--- src/rtl/rename_stall_ctrl.sv ---
// Decode->Rename advance control: resource fit check, post-flush recovery sequencing, starvation flag.
// Optional stall-cycle performance counter enabled by defining RENAME_STALL_PERF_EN.
module rename_stall_ctrl #(
    parameter int WIDTH          = 4,
    parameter int FL_CNT_W       = 7,
    parameter int AL_CNT_W       = 7,
    parameter int IQ_CNT_W       = 6,
    parameter int LSQ_CNT_W      = 5,
    parameter int RECOVER_CYCLES = 2,
    parameter int STARVE_LIMIT   = 255
) (
    input  logic                 clk,
    input  logic                 reset,
    input  logic                 flush_i,
    input  logic                 bundleValid_i,
    input  logic [WIDTH-1:0]     destValid_i,
    input  logic [WIDTH-1:0]     ldst_i,
    input  logic [FL_CNT_W-1:0]  freeRegCnt_i,
    input  logic [AL_CNT_W-1:0]  alFreeCnt_i,
    input  logic [IQ_CNT_W-1:0]  iqFreeCnt_i,
    input  logic [LSQ_CNT_W-1:0] lsqFreeCnt_i,
    output logic                 stall_o,
    output logic                 renameFire_o,
    output logic [3:0]           stallCause_o,
    output logic [1:0]           state_o,
    output logic                 starve_o,
    output logic [31:0]          perfStallCycles_o
);

    localparam int CNT_W = $clog2(WIDTH + 1);
    localparam int RC_W  = (RECOVER_CYCLES > 1) ? $clog2(RECOVER_CYCLES) : 1;
    localparam logic [RC_W-1:0] RC_LOAD = RC_W'(RECOVER_CYCLES - 1);
    localparam logic [7:0] LIMIT = 8'(STARVE_LIMIT);

    typedef enum logic [1:0] {
        ST_RUN     = 2'd0,
        ST_STALL   = 2'd1,
        ST_RECOVER = 2'd2
    } state_e;

    state_e          state_q, state_d;
    logic [RC_W-1:0] rc_q, rc_d;
    logic [3:0]      cause_q, cause_d;
    logic [7:0]      starve_cnt_q, starve_cnt_d;
    logic            starve_q, starve_d;

    // Popcounts built as prefix-sum chains over the bundle slots.
    logic [CNT_W-1:0] dest_acc [WIDTH+1];
    logic [CNT_W-1:0] ldst_acc [WIDTH+1];
    assign dest_acc[0] = '0;
    assign ldst_acc[0] = '0;
    for (genvar gi = 0; gi < WIDTH; gi++) begin : g_pop
        assign dest_acc[gi+1] = dest_acc[gi] + CNT_W'(destValid_i[gi]);
        assign ldst_acc[gi+1] = ldst_acc[gi] + CNT_W'(ldst_i[gi]);
    end

    logic fl_ok, al_ok, iq_ok, lsq_ok, fits, in_recover, blocked;
    assign fl_ok      = 32'(freeRegCnt_i) >= 32'(dest_acc[WIDTH]);
    assign al_ok      = 32'(alFreeCnt_i)  >= 32'(WIDTH);
    assign iq_ok      = 32'(iqFreeCnt_i)  >= 32'(WIDTH);
    assign lsq_ok     = 32'(lsqFreeCnt_i) >= 32'(ldst_acc[WIDTH]);
    assign fits       = fl_ok & al_ok & iq_ok & lsq_ok;
    assign in_recover = (state_q == ST_RECOVER);
    assign blocked    = bundleValid_i & ~fits;

    assign stall_o      = in_recover | blocked;
    assign renameFire_o = bundleValid_i & ~stall_o & ~flush_i;

    always_comb begin
        state_d      = state_q;
        rc_d         = rc_q;
        cause_d      = 4'b0000;
        starve_cnt_d = starve_cnt_q;
        starve_d     = starve_q;

        if (flush_i) begin
            state_d = ST_RECOVER;
            rc_d    = RC_LOAD;
        end else if (in_recover) begin
            if (rc_q == '0) state_d = ST_RUN;
            else            rc_d    = rc_q - 1'b1;
        end else begin
            state_d = blocked ? ST_STALL : ST_RUN;
        end

        if (blocked && !in_recover)
            cause_d = {~lsq_ok, ~iq_ok, ~al_ok, ~fl_ok};

        // Recovery stalls are expected work, so they never count toward starvation.
        if (flush_i || renameFire_o)
            starve_cnt_d = 8'd0;
        else if (stall_o && !in_recover && starve_cnt_q != 8'hFF)
            starve_cnt_d = starve_cnt_q + 8'd1;

        starve_d = flush_i ? 1'b0 : (starve_q | (starve_cnt_d >= LIMIT));
    end

    always_ff @(posedge clk) begin
        if (reset) begin
            state_q      <= ST_RUN;
            rc_q         <= '0;
            cause_q      <= 4'b0000;
            starve_cnt_q <= 8'd0;
            starve_q     <= 1'b0;
        end else begin
            state_q      <= state_d;
            rc_q         <= rc_d;
            cause_q      <= cause_d;
            starve_cnt_q <= starve_cnt_d;
            starve_q     <= starve_d;
        end
    end

    assign stallCause_o = cause_q;
    assign state_o      = state_q;
    assign starve_o     = starve_q;

`ifdef RENAME_STALL_PERF_EN
    logic [31:0] perf_q;
    always_ff @(posedge clk) begin
        if (reset)        perf_q <= 32'd0;
        else if (stall_o) perf_q <= perf_q + 32'd1;
    end
    assign perfStallCycles_o = perf_q;
`else
    assign perfStallCycles_o = 32'd0;
`endif

endmodule

--- config.mk ---
export PLATFORM = sky130hd
export DESIGN_NAME = rename_stall_ctrl
export DESIGN_NICKNAME = d
export VERILOG_FILES = /design/src/rtl/rename_stall_ctrl.sv
export SDC_FILE = /design/constraint.sdc
export NUM_CORES = 1
export LEC_CHECK = 0
export BUFFER_PORTS_ARGS = -buffer_cell sky130_fd_sc_hd__buf_2
export CAP_MARGIN = 5
export CORE_MARGIN = 2
export CORE_UTILIZATION = 47
export DETAILED_ROUTE_END_ITERATION = 6
export MAX_ROUTING_LAYER = met4
export PLACE_DENSITY_LB_ADDON = 0.25
export SYNTH_ARGS = -nofsm -noshare
export SYNTH_HDL_FRONTEND = slang
export SYNTH_SLANG_ARGS = --single-unit
--- constraint.sdc ---
create_clock -name clk -period 4.05 [get_ports clk]
set_input_delay 0 -clock clk [delete_from_list [all_inputs] [get_ports clk]]
set_output_delay 0 -clock clk [all_outputs]
set_load 0.05 [all_outputs]
==> load_flow_metrics.sql, run 1 <==
INSERT INTO impl_metrics (metric_group, metric, value, unit) VALUES
('hold_path', 'timing.hold.worst.class', 'primary input to register', ''),
('hold_path', 'hold_start', 'lsqFreeCnt_i[3]', ''),
('timing', 'final_hold_viol_count', '0', ''),
('setup_path', 'crit_arrival', '2.83', 'ns'),
('setup_path', 'reg2reg_start', 'starve_cnt_q[0]$_SDFF_PP0_', ''),
('yosys', 'synthesis.area', '1360', 'sq um'),
('setup_path', 'critical_path_class', 'primary input to primary output', ''),
('yosys', 'post_synth.cell_area_avg', '7.87', 'sq um'),
('floorplanning', 'design.portCount', '78', ''),
('setup_path', 'first_element_of_the_critical_path', 'ldst_i[0]', ''),
('yosys', 'ff_latch_count_synth', '16', ''),
('clock_tree', 'cts.sink_count', '16', ''),
('finish', 'num_antenna_cells', '0', ''),
('floorplanning', 'effective_utilization_at_floorplan', '0.494', ''),
('timing', 'setup_viol', '0', ''),
('clock_tree', 'cts.root.buffer_cell', 'clkbuf_4', ''),
('yosys', 'synth_simple_gate_area_frac', '0.222', ''),
('drt', 'drtPass1Iterations', '4', ''),
('drt', 'drt_first_iter_violations', '51', ''),
('timing', 'worst_slew_margin_rel', '0.570', ''),
('global_route', 'grt-ovfl-total', '0', ''),
('global_route', 'first_pass_grt_wire_length', '4280', 'um'),
('clock_tree', 'clock_tree.buffer_depth', '2', ''),
('drt', 'drcViolationCount', '0', ''),
('timing', 'time_the_worst_path_needs_with_i_o_delays_and_setup', '2.83', 'ns'),
('global_route', 'gr-usage-all-layers', '0.168', ''),
('setup_path', 'cp-start-kind', 'primary input', ''),
('pwr', 'static-leakage-power', '0.770', 'nW'),
('floorplanning', 'floorplan.die.width', '57.8', 'um'),
('status', 'status', 'complete, no violations', ''),
('setup_path', 'path_max_fanout', '9', ''),
('pwr', 'vdd_drop_max', '0.000207', 'V'),
('finish', 'fillerInstances', '259', ''),
('floorplanning', 'placeable_core_region', '2760', 'sq um'),
('global_route', 'grt_max_degree', '11', ''),
('job', 'drv.max_cap_violation_count', '0', ''),
('drt', 'routed_via_density', '4.85', ''),
('drt', 'finalWirelength', '2680', 'um'),
('timing', 'hold_slack', '0.0419', 'ns'),
('yosys', 'yosys.area.top_type', 'dfxtp_1', ''),
('pwr', 'power_density', '265', 'nW/um^2'),
('timing', 'timing.setup.tns', '0', 'ns'),
('yosys', 'postSynth.asyncResetShare', '0', ''),
('setup_path', 'end_kind', 'primary output', ''),
('floorplanning', 'die-height', '57.8', 'um'),
('setup_path', 'crit_required', '4.05', 'ns'),
('yosys', 'post-synth-top-count-cell', 'buf_4', ''),
('clock_tree', 'cts_setup_buffers', '0', ''),
('floorplanning', 'design.die.area', '3340', 'sq um'),
('timing', 'clock-skew-final', '0.00698', 'ns'),
('finish', 'finalNetCount', '273', ''),
('yosys', 'number_of_enable_flip_flop_cells_after_synthesis', '0', ''),
('yosys', 'share_of_the_synthesized_area_in_compound_gates_ao_oa_aoi_oai', '0.150', ''),
('yosys', 'yosys.area_share.xor_xnor', '0.0193', ''),
('drt', 'wl_per_cell', '10.6', 'um'),
('timing', 'slew_violations', '0', ''),
('finish', 'multi_input_area', '831', 'sq um'),
('finish', 'area_growth_syn_to_layout', '15.5', '%'),
('clock_tree', 'tritoncts', 'built', ''),
('yosys', 'share_of_the_synthesized_area_in_the_top_cell_type', '0.235', ''),
('timing', 'period_share', '0.699', ''),
('clock_tree', 'htree_num_levels', '1', ''),
('yosys', 'post_synth_main_area_contributors', 'dfxtp_1 24%, buf_4 18%, ha_1 10%, inv_1 5.2%, a21oi_1 3.7%', ''),
('clock_tree', 'cts_made_buffers', '3', ''),
('yosys', 'largest_family_of_logic_cells_by_synthesized_area', 'buffers and inverters', ''),
('clock_tree', 'clkSlewWorstSetupHoldPaths', '0.09', 'ns'),
('yosys', 'synth_mux_area_frac', '0', ''),
('yosys', 'yosysWarningCount', '0', ''),
('timing', 'fmaxAchievable', '0.353', 'GHz'),
('finish', 'drive_above_1_share', '0.216', ''),
('yosys', 'ys.flop_type', 'dfxtp_1', '');
-- worst max-delay path, cell delays in order --
cell	delay, ns
buf_2	0.07
inv_1	0.04
fa_1	0.52
inv_1	0.05
ha_1	0.17
ha_1	0.26
inv_1	0.04
ha_1	0.26
o21ai_0	0.06
o21ai_0	0.23
o211a_1	0.38
nand2_1	0.18
nor4b_1	0.26
buf_2	0.31
-- cell families after synthesis --
family          Yosys count
xor+xnor                  3
flops                    16
other cells               1
compound gates           31
simple gates             56
buf+inv                  53
fa+ha+maj                13
-- through the flow --
step	utilization	instance area (sq um)	setup WS, ns	power (mW)	instances
finish	0.570	1570	1.22	0.418	253
global route	0.570	1570	0.980	0.443	253
CTS	0.570	1570	1.23	0.421	253
detailed placement	0.532	1470	0.928	0.308	242
global placement	0.532	1470	0.938	0.307	242
floorplan	-	1480	0.469	0.306	204
-- layer usage --
metal	track usage	routed length, um
met5	-	0
met1	0.214	1200
met3	0.0201	196
met4	0.0864	51
met2	0.261	1240
-- state kept, by name, indices dropped and copies added (netlist names) --
register / count
stallCause_o: 4
starve_cnt_q: 8
starve_o: 1
rc_q: 1
state_o: 2
-- path summary, 6_finish.rpt --
path	end	slack (ns)	cells after the start
hold / removal	stallCause_o[3]$_SDFF_PP0_	0.04	4
setup / recovery	renameFire_o	1.22	14
hold reg to reg	starve_o$_SDFF_PP0_	0.47	2
setup reg to reg	starve_cnt_q[5]$_SDFF_PP0_	2.16	7
-- what timing repair did --
item / in CTS / in global routing
hold endpoints to repair: 6 / 0
resized for setup: 0 / 0
hold buffers: 7 / 0
-- power by group --
| group | leakage, nW | internal [mW] | switching (mW) |
|---|---|---|---|
| Clock | 0.0210 | 0.0548 | 0.0533 |
| Combinational | 0.620 | 0.0360 | 0.113 |
| Sequential | 0.130 | 0.159 | 0.00115 |
| Total | 0.770 | 0.250 | 0.167 |
-- area by class of cell --
type / instances / area share
clock buffers: 4 / 0.0231
inverters: 19 / 0.0453
multi-input cells: 135 / 0.528
flip-flops and latches: 16 / 0.204
well taps: 31 / 0.0247
repair buffers: 48 / 0.175
-- cells in the final DEF (no fill, tap or decap), types with 2 or more instances in the layout --
| cell type | Yosys | final |
|---|---|---|
| nor3_1 | 6 | 6 |
| nor3b_1 | 3 | 3 |
| nand3_1 | 7 | 7 |
| fa_1 | 2 | 2 |
| nand4_1 | 3 | 3 |
| or3_1 | 3 | 3 |
| buf_2 | 0 | 41 |
| a31oi_1 | 2 | 2 |
| xnor2_1 | 3 | 3 |
| nand2_1 | 11 | 11 |
| dfxtp_1 | 16 | 16 |
| inv_1 | 19 | 19 |
| ha_1 | 11 | 11 |
| conb_1 | 1 | 32 |
| nor4_1 | 2 | 2 |
| clkbuf_4 | 0 | 3 |
| and3_1 | 4 | 4 |
| o21ai_0 | 7 | 7 |
| nor4b_1 | 2 | 2 |
| nor2_1 | 8 | 8 |
| dlygate4sd3_1 | 0 | 7 |
| and2_1 | 2 | 2 |
| a21oi_1 | 10 | 10 |
| a211oi_1 | 2 | 2 |
| or4_1 | 2 | 2 |
Power figures use the tool's default switching activity.
==> run 2, diff against run 1 <==
--- a/config.mk
+++ b/config.mk
@@ -8,7 +8,7 @@
 export BUFFER_PORTS_ARGS = -buffer_cell sky130_fd_sc_hd__buf_2
 export CAP_MARGIN = 5
 export CORE_MARGIN = 2
-export CORE_UTILIZATION = 47
+export CORE_UTILIZATION = 44
 export DETAILED_ROUTE_END_ITERATION = 6
 export MAX_ROUTING_LAYER = met4
 export PLACE_DENSITY_LB_ADDON = 0.25
==> constraint.sdc (replaced) <==
create_clock -name clk -period 2.8 [get_ports clk]
set_input_delay 0 -clock clk [delete_from_list [all_inputs] [get_ports clk]]
set_output_delay 0 -clock clk [all_outputs]
set_load 0.05 [all_outputs]
==> run 2 against run 1 <==
Sequential share of layout area is 0.54 points lower. Clock-buffer cell count stayed put. Cell count is 2.0% higher. Highest routed layer unchanged.
==> load_flow_metrics.sql, run 2 (same netlist as run 1, synthesis figures left out) <==
INSERT INTO impl_metrics (metric_group, metric, value, unit) VALUES
('place', 'place_area', '1510', 'sq um'),
('setup_path', 'crit_required', '2.80', 'ns'),
('timing', 'period_share', '0.916', ''),
('global_route', 'via_count_of_the_first_global_routing_pass', '996', ''),
('floorplanning', 'floorplan.die.width', '59.6', 'um'),
('timing', 'slew_violations', '0', ''),
('global_route', 'first_pass_grt_wire_length', '4180', 'um'),
('floorplanning', 'design.portCount', '78', ''),
('finish', 'mostFrequentLayoutCells', '40 x buf_2, 32 x conb_1, 19 x inv_1', ''),
('drt', 'routed_via_density', '4.85', ''),
('drt', 'wl_per_cell', '10.3', 'um'),
('drt', 'vias', '1252', ''),
('finish', 'num_antenna_cells', '0', ''),
('drt', 'drtPass1Iterations', '4', ''),
('clock_tree', 'htree_num_levels', '1', ''),
('floorplanning', 'std_cell_rows', '20', ''),
('finish', 'registers.top_by_ff_count', 'starve_cnt_q', ''),
('finish', 'final_area', '1620', 'sq um'),
('timing', 'post-route-worst-setup-slack', '0.236', 'ns'),
('pwr', 'power_density', '381', 'nW/um^2'),
('clock_tree', 'tritoncts', 'built', ''),
('clock_tree', 'cts_made_buffers', '3', ''),
('clock_tree', 'insertion_delay', '0.29', 'ns'),
('timing', 'rsz0062_at_grt', 'no', ''),
('setup_path', 'end_kind', 'primary output', ''),
('clock_tree', 'cts.sink_count', '16', ''),
('setup_path', 'cpLargestDelayFamily', 'adder cells', ''),
('drt', 'drcViolationCount', '0', ''),
('floorplanning', 'design.die.area', '3550', 'sq um'),
('finish', 'area_growth_syn_to_layout', '18.7', '%'),
('finish', 'finalNetCount', '276', ''),
('timing', 'setup_viol', '0', ''),
('timing', 'timing.setup.tns', '0', 'ns'),
('timing', 'time_the_worst_path_needs_with_i_o_delays_and_setup', '2.56', 'ns'),
('global_route', 'gr-usage-all-layers', '0.157', ''),
('setup_path', 'crit_path_cell_trace', 'buf_2 -> inv_1 -> fa_1 -> inv_1 -> ha_1 -> ha_1 -> inv_1 -> ha_1 -> o21ai_0 -> o21ai_1 -> o211a_2 -> nand2_2 -> nor4b_4 -> buf_4', ''),
('hold_path', 'timing.hold.worst.class', 'primary input to register', ''),
('timing', 'final_hold_viol_count', '0', ''),
('setup_path', 'crit_path_top_delay_cell', 'fa_1', ''),
('place', 'placed_cells_incl_taps', '247', ''),
('pwr', 'static-leakage-power', '0.789', 'nW'),
('clock_tree', 'clkSlewWorstSetupHoldPaths', '0.09', 'ns'),
('pwr', 'vdd_drop_max', '0.000207', 'V'),
('floorplanning', 'placeable_core_region', '3000', 'sq um'),
('finish', 'fillerInstances', '307', ''),
('job', 'drv.max_cap_violation_count', '0', ''),
('timing', 'clock-skew-final', '0.00748', 'ns'),
('setup_path', 'crit_arrival', '2.56', 'ns'),
('setup_path', 'critPathMaxStageDelay', '0.53', 'ns'),
('status', 'status', 'complete, no violations', ''),
('setup_path', 'path_max_fanout', '7', ''),
('setup_path', 'cp-start-kind', 'primary input', ''),
('finish', 'largest_register_ffs', '8', ''),
('global_route', 'grt_max_degree', '11', ''),
('timing', 'fmaxAchievable', '0.390', 'GHz'),
('place', 'post-dp-hpwl', '2130', 'um'),
('finish', 'most_common_library_cell_in_the_layout_ignoring_fill_and_taps', 'buf_2', ''),
('drt', 'finalWirelength', '2670', 'um'),
('drt', 'antenna_viol_nets_final', '0', ''),
('global_route', 'grt_antenna_before_repair', '0', ''),
('clock_tree', 'clock_tree.buffer_depth', '2', ''),
('setup_path', 'crit_path_buffers_inverters', '5', ''),
('floorplanning', 'die-height', '59.6', 'um'),
('drt', 'drt_first_iter_violations', '22', ''),
('finish', 'layoutNonFillerInstCount', '258', ''),
('place', 'globalplace.congestion', '0.886', ''),
('floorplanning', 'effective_utilization_at_floorplan', '0.453', ''),
('global_route', 'grt-ovfl-total', '0', ''),
('place', 'detailedPlace.worstSlack', '-0.00694', 'ns'),
('place', 'i_o_buffers', '41', ''),
('setup_path', 'critical_path_class', 'primary input to primary output', ''),
('clock_tree', 'cts.root.buffer_cell', 'clkbuf_4', ''),
('finish', 'drive_above_1_share', '0.244', '');
[run 2: cell types whose count changed in the layout (fill, tap and decap cells not counted)]
cell,before,now
o211a_2,0,1
dlygate4sd3_1,7,6
nand2_2,0,1
nand2_1,11,10
buf_2,41,40
o21ai_0,7,6
o211a_1,1,0
o21ai_1,1,2
buf_4,0,5
nor4b_4,0,1
nor4b_1,2,1
[run 2: per-stage QoR]
| stage | hold WS [ns] | power (mW) | util |
|---|---|---|---|
| 2_1_floorplan | 0.0671 | 0.445 | - |
| 3_3_place_gp | 0.184 | 0.454 | 0.502 |
| 3_5_place_dp | 0.188 | 0.457 | 0.502 |
| 4_1_cts | 0.00508 | 0.615 | 0.534 |
| 5_1_grt | 0.0641 | 0.653 | 0.538 |
| 6_report | 0.0121 | 0.615 | 0.538 |
[run 2: what timing repair did]
action	CTS	global route
hold endpoints to repair	6	0
setup buffers	0	1
gates resized for setup	0	5
hold buffers	6	0
setup endpoints to repair	0	2
[run 2: cell type report]
type / instances / area, sq um / area share
clock buffers: 4 / 36.3 / 0.0225
inverters: 19 / 71.3 / 0.0442
flip-flops and latches: 16 / 320 / 0.198
well taps: 33 / 41.3 / 0.0256
repair buffers: 51 / 298 / 0.184
multi-input cells: 135 / 848 / 0.525
[run 2: metal layers]
metal	track usage	wire, um	vias up
met4	0.0762	27	0
met1	0.190	1190	554
met5	-	0	-
li1	-	-	638
met2	0.267	1270	58
met3	0.00655	184	2
[run 2: path summary, 6_finish.rpt]
kind / start / endpoint / slack [ns] / cells past startpoint
max: ldst_i[0] / renameFire_o / 0.24 / 14
min: flush_i / rc_q$_SDFFE_PP0P_ / 0.01 / 3
max reg2reg: starve_cnt_q[0]$_SDFF_PP0_ / starve_cnt_q[5]$_SDFF_PP0_ / 0.88 / 7
min reg2reg: starve_o$_SDFF_PP0_ / starve_o$_SDFF_PP0_ / 0.46 / 2
[run 2: power breakdown]
part           leakage, nW  switching (mW)  internal (mW)
logic                0.639           0.167         0.0605
registers            0.130         0.00191          0.230
clock network       0.0210          0.0758         0.0791
[run 2: tightest hold or removal path: cells and delay by family]
kind                   cells  cell delay [ns]
AO/OA/AOI/OAI              1             0.05
buffers and inverters      1             0.13
AND/OR/NAND/NOR            1             0.08
